[src/rtl/tdm_io_bridge.sv]
// Master-mode TDM serial port bridging ADC/DAC slots to the DSP io memory.
// Generates bclk/fsync, writes received slots, prefetches words to transmit.
module tdm_io_bridge #(
    parameter int CHANNELS      = 8,
    parameter int IO_WIDTH      = 24,
    parameter int SLOT_WIDTH    = 32,
    parameter int BCLK_DIV      = 4,
    parameter int IO_ADDR_WIDTH = 10,
    parameter int IN_BASE       = 0,
    parameter int OUT_BASE      = 8,
    parameter int RD_LATENCY    = 2
) (
    input  logic                     clk,
    input  logic                     reset_n,
    input  logic                     enable,
    output logic                     bclk,
    output logic                     fsync,
    input  logic                     sdata_in,
    output logic                     sdata_out,
    output logic                     mem_wr_en,
    output logic [IO_ADDR_WIDTH-1:0] mem_wr_addr,
    output logic [IO_WIDTH-1:0]      mem_wr_data,
    output logic                     mem_rd_en,
    output logic [IO_ADDR_WIDTH-1:0] mem_rd_addr,
    input  logic [IO_WIDTH-1:0]      mem_rd_data,
    output logic                     sample_tick
);

    localparam int DW = (BCLK_DIV > 2) ? $clog2(BCLK_DIV) : 1;
    localparam int BW = $clog2(SLOT_WIDTH);
    localparam int SW = (CHANNELS > 1) ? $clog2(CHANNELS) : 1;
    localparam int AW = IO_ADDR_WIDTH;

    logic [DW-1:0]         r_div_cnt;
    logic                  r_bclk;
    logic [BW-1:0]         r_bit_cnt;
    logic [SW-1:0]         r_slot_cnt;
    logic                  r_fsync;
    logic [IO_WIDTH-2:0]   r_rx_sh;
    logic [IO_WIDTH-1:0]   r_tx_sh;
    logic [IO_WIDTH-1:0]   r_tx_hold;
    logic                  r_first;
    logic                  r_wr_en;
    logic [AW-1:0]         r_wr_addr;
    logic [IO_WIDTH-1:0]   r_wr_data;
    logic                  r_tick;
    logic                  r_rd_en;
    logic [AW-1:0]         r_rd_addr;
    logic [RD_LATENCY-1:0] r_rd_v;

    logic                w_tgl;
    logic                w_rise;
    logic                w_fall;
    logic                w_bit_wrap;
    logic                w_slot_wrap;
    logic [BW-1:0]       w_bit_nx;
    logic [SW-1:0]       w_slot_nx;
    logic [SW-1:0]       w_slot_inc;
    logic [IO_WIDTH-1:0] w_rx_word;
    logic                w_rx_last;
    logic                w_pf;
    logic                w_issue;

    assign w_tgl       = (r_div_cnt == DW'(BCLK_DIV - 1));
    assign w_rise      = w_tgl & ~r_bclk;
    assign w_fall      = w_tgl & r_bclk;
    assign w_bit_wrap  = (r_bit_cnt == BW'(SLOT_WIDTH - 1));
    assign w_slot_wrap = (r_slot_cnt == SW'(CHANNELS - 1));
    assign w_slot_inc  = w_slot_wrap ? '0 : r_slot_cnt + SW'(1);
    assign w_rx_word   = {r_rx_sh, sdata_in};
    assign w_rx_last   = w_rise && (r_bit_cnt == BW'(IO_WIDTH - 1));
    assign w_pf        = w_fall && (r_bit_cnt == BW'(SLOT_WIDTH - 2));
    assign w_issue     = enable & w_pf;

    always_comb begin
        w_bit_nx  = r_bit_cnt;
        w_slot_nx = r_slot_cnt;
        if (w_fall) begin
            w_bit_nx = w_bit_wrap ? '0 : r_bit_cnt + BW'(1);
            if (w_bit_wrap)
                w_slot_nx = w_slot_inc;
        end
    end

    always_ff @(posedge clk or negedge reset_n) begin
        if (!reset_n) begin
            r_div_cnt  <= '0;
            r_bclk     <= 1'b0;
            r_bit_cnt  <= '0;
            r_slot_cnt <= '0;
            r_fsync    <= 1'b0;
            r_rx_sh    <= '0;
            r_tx_sh    <= '0;
            r_tx_hold  <= '0;
            r_first    <= 1'b1;
            r_wr_en    <= 1'b0;
            r_wr_addr  <= '0;
            r_wr_data  <= '0;
            r_tick     <= 1'b0;
            r_rd_en    <= 1'b0;
            r_rd_addr  <= '0;
            r_rd_v     <= '0;
        end else begin
            r_wr_en <= 1'b0;
            r_tick  <= 1'b0;
            r_rd_en <= 1'b0;
            r_rd_v  <= (r_rd_v << 1) | RD_LATENCY'(w_issue);
            if (r_rd_v[RD_LATENCY-1])
                r_tx_hold <= mem_rd_data;
            if (!enable) begin
                r_div_cnt  <= '0;
                r_bclk     <= 1'b0;
                r_bit_cnt  <= '0;
                r_slot_cnt <= '0;
                r_fsync    <= 1'b1;
                r_rx_sh    <= '0;
                r_tx_sh    <= '0;
                r_tx_hold  <= '0;
                r_first    <= 1'b1;
            end else begin
                r_div_cnt  <= w_tgl ? '0 : r_div_cnt + DW'(1);
                r_bit_cnt  <= w_bit_nx;
                r_slot_cnt <= w_slot_nx;
                r_fsync    <= (w_bit_nx == '0) && (w_slot_nx == '0);
                if (w_tgl)
                    r_bclk <= ~r_bclk;
                if (w_rise && (r_bit_cnt < BW'(IO_WIDTH)))
                    r_rx_sh <= w_rx_word[IO_WIDTH-2:0];
                if (w_rx_last) begin
                    r_wr_en   <= 1'b1;
                    r_wr_addr <= AW'(IN_BASE) + AW'(r_slot_cnt);
                    r_wr_data <= w_rx_word;
                    r_tick    <= w_slot_wrap;
                end
                // No prefetch precedes the first frame, so it sends silence.
                if (w_fall) begin
                    if (w_bit_wrap) begin
                        r_tx_sh <= (r_first && !w_slot_wrap) ? '0 : r_tx_hold;
                        if (w_slot_wrap)
                            r_first <= 1'b0;
                    end else begin
                        r_tx_sh <= r_tx_sh << 1;
                    end
                end
                if (w_pf) begin
                    r_rd_en   <= 1'b1;
                    r_rd_addr <= AW'(OUT_BASE) + AW'(w_slot_inc);
                end
            end
        end
    end

    assign bclk        = r_bclk;
    assign fsync       = r_fsync;
    assign sdata_out   = r_tx_sh[IO_WIDTH-1];
    assign mem_wr_en   = r_wr_en;
    assign mem_wr_addr = r_wr_addr;
    assign mem_wr_data = r_wr_data;
    assign mem_rd_en   = r_rd_en;
    assign mem_rd_addr = r_rd_addr;
    assign sample_tick = r_tick;

endmodule

[config.mk]
export PLATFORM = sky130hd
export DESIGN_NAME = tdm_io_bridge
export DESIGN_NICKNAME = d
export VERILOG_FILES = /design/src/rtl/tdm_io_bridge.sv
export SDC_FILE = /design/constraint.sdc
export NUM_CORES = 1
export LEC_CHECK = 0
export BUFFER_PORTS_ARGS = -buffer_cell sky130_fd_sc_hd__buf_4
export CORE_MARGIN = 5
export CORE_UTILIZATION = 55
export CTS_BUF_LIST = sky130_fd_sc_hd__clkbuf_2
export DETAILED_ROUTE_END_ITERATION = 10
export PLACE_DENSITY_LB_ADDON = 0.15
export SLEW_MARGIN = 10
export SYNTH_ARGS = -nofsm -noshare
export SYNTH_HDL_FRONTEND = slang
export SYNTH_SLANG_ARGS = --single-unit
[constraint.sdc]
create_clock -name clk -period 3 [get_ports clk]
set_clock_uncertainty 0.2 [all_clocks]
set_input_delay 0.15 -clock clk [delete_from_list [all_inputs] [get_ports clk]]
set_output_delay 0.15 -clock clk [all_outputs]
set_load 0.1 [all_outputs]
==> flow_summary.toml <==
[run_status]
outcome = "completed"

[sta]
period_share_pct = 89.3
setup_viol = 0
max_freq_mhz = 373
period_minus_slack_ns = 2.68
tns_ns = 0
slew_violations = 0
hold_viol_final = 0
finalWorstSetupSlack_ns = 0.320
grt_setup_unrepaired = "false"
tightestPinTransition_ns = 0.765
slew-limit-headroom_pct = 49.0

[placement]
portBuffers = 64
place_hpwl_mm = 6.17
routabilityCongestion = 0.829
preCtsSetupSlack_ns = 0.325

[clocking]
cts.repair.resized = 0
clockBufferDepth = 2
root_buffer = "clkbuf_2"
tritoncts = "done"
cts_num_sinks = 119
clk_pin_slew_ns = 0.20
cts_made_buffers = 17
h-tree-depth = 4
clkLatencyLatePin_ns = 0.64

[die]
start_util_pct = 56.8
core_um2 = 9280
dieArea_um2 = 11700
fp-row-count = 35
die_h_um = 108
io_pins = 78
chipWidth_um = 108

[power_and_ir_drop]
ir_drop_mv = 0.279
p_leak_nw = 2.94
p_per_area_nw_per_um2 = 460

[global_route]
grt_usage_pct = 19.0
grt_pass1_wl_mm = 17.7
grt_start_max_net_pins = 86
globalRouteOverflowTotal = 0
antenna_found_initial = 0
first_global_vias = 3627

[critical_path]
crit_required_ns = 3.36
cp_common_cell = "ha_1"
reg2reg_to = "r_tx_sh[7]"
rrSetupSlack_ns = 0.32
path_max_fanout = 25
crit_path_end_kind = "flip-flop"
critical_path_class = "reg2reg"
worstPathArrival_ns = 3.04
worstSetupStartpointType = "flip-flop"
crit_chain = "ha_1 > and3_1 > ha_1 > inv_2 > a21oi_2 > buf_4 > a221oi_1 > nor3b_1"
timing.rr.start = "r_bit_cnt[0]"
r2r_cells = 8
cpMaxStageDelayCell = "dfrtp_1"
slowest_delay_ns = 0.49

[min_path]
holdCritPathClass = "in2reg"
min_path_cells = 3
hold_end = "mem_wr_data[0]"
worstHoldStart = "sdata_in"

[synthesis]
synthArstFlopShare_pct = 100
syn_area_um2 = 5280
yosysMostFrequentCell = "dfrtp_1"
synth_edf_count = 0
syn_avg_cell_area_um2 = 11.5
synthCells = 457
yosysSeqAreaShare_pct = 56.5
synth_common_cells = "dfrtp_1, nand2_1, a21boi_0, nor2b_1, nor2_1"
synth_warnings = 0
synth_top_area_share_pct = 56.0
yosysTopAreaCell = "dfrtp_1"
synth_seq_cells = 119
synth_area_leaders = "dfrtp_1, mux2i_1, mux2_2"
synth.distinct_cells = 43
ys.flop_type = "dfrtp_1"

[detailed_routing]
drtPass1Iterations = 4
detail-route-antenna-nets = 0
vias = 3701
drcViolationCount = 0
routed_wl_mm = 10.2
post_drt_via_cell_ratio = 5.36
drtIter0Drc = 127
routedWlPerCell_um = 14.8

[cells_and_area]
antenna_cells = 0
multi_input_area_um2 = 2090
area_growth_pct = 21.3
register_area_um2 = 2980
nets = 584
fillCellCount = 720
drive_gt1_share_pct = 23.8

[flow_run]
maxCapViolations = 0
area by class of cell:
class                           count  share of cell area (%)
Tap cell                          129                    2.52
Clock inverter                     15                    2.78
Multi-Input combinational cell    303                    32.6
Timing Repair Buffer              105                    14.1
Sequential cell                   119                    46.5
Inverter                            3                   0.176
Clock buffer                       17                    1.33
worst max-delay path: cells and delay by family, from the launching register on:
family          cells  cell delay (ns)
compound gates      2             0.32
fa+ha+maj           2             0.63
buf+inv             2             0.56
flops               1             0.49
simple gates        2             0.42
layout by cell type (no fill, tap or decap), types with 3 or more instances in the layout:
master         count
o21ai_0            5
clkbuf_2          17
bufinv_16          3
clkinvlp_4         4
clkinv_4           3
mux2_1            10
dfrtp_1          118
mux2i_1           24
conb_1            13
a21boi_0          28
mux2_2            20
a221oi_1          23
nand3_1            8
nor2_1            27
ha_1               7
nor3b_1           23
dlygate4sd3_1     32
nor3_1             3
nor2b_1           28
buf_4             71
a21oi_1            3
nand2_1           56
report_power, final:
group	total [mW]	internal, mW	switching (mW)
sequential	1.62	1.61	0.00434
clock	1.10	0.465	0.634
combinational	0.230	0.0778	0.152
worst max-delay path by stage:
stage,startpoint,endpoint,slack (ns),cells past startpoint
final,r_bit_cnt[0],r_tx_sh[7],0.32,8
after global placement,r_bit_cnt[0],r_tx_sh[22],0.49,8
after detailed placement,r_bit_cnt[0],r_tx_sh[7],0.32,8
after global routing,r_bit_cnt[0],r_tx_sh[13],0.05,8
after floorplan,r_bit_cnt[0],fsync,0.71,7
after CTS,r_bit_cnt[0],r_tx_sh[7],0.32,8
per-layer routing:
| layer | track usage, % | wire length, µm | vias to the layer above |
|---|---|---|---|
| met1 | 25.6 | 4490 | 1858 |
| met3 | 4.60 | 464 | 13 |
| met2 | 30.4 | 5130 | 81 |
| met4 | 6.58 | 155 | 0 |
| met5 | 0 | 0 | - |
| li1 | - | - | 1749 |
flip-flops by register name, summed over array words and instances (netlist names):
register	cells
bclk	1
fsync	1
mem_rd_addr	4
mem_wr_addr	3
mem_wr_data	24
mem_wr_en	1
r_bit_cnt	5
r_div_cnt	2
r_first	1
r_rd_v	2
r_rx_sh	23
r_slot_cnt	3
r_tx_hold	24
r_tx_sh	24
sample_tick	1
metrics by stage:
step	std cells	utilization (%)	cell area (µm²)	total power [mW]	hold WS, ns
after floorplan	469	-	5320	1.78	-0.346
after global placement	626	62.4	5790	1.84	0.0294
after detailed placement	626	62.4	5790	1.84	0.0256
after CTS	691	68.9	6400	2.97	0.0127
after global routing	691	68.9	6400	3.07	0.0343
final	691	68.9	6400	2.95	0.0885
logic make-up after synthesis:
logic type	Yosys count	share of synthesized area (%)
flops	119	56.5
mux	54	11.0
buf+inv	47	4.91
other cells	1	0.0711
compound gates	68	9.87
fa+ha+maj	7	1.66
simple gates	161	16.1
timing repair:
| item | 4_1_cts | 5_1_grt |
|---|---|---|
| hold buffers | 33 | 0 |
| endpoints found under the hold margin | 206 | 0 |
| setup endpoints to repair | 0 | 0 |
| setup buffers | 0 | 0 |
No activity file was read; power rests on OpenSTA's default activity.
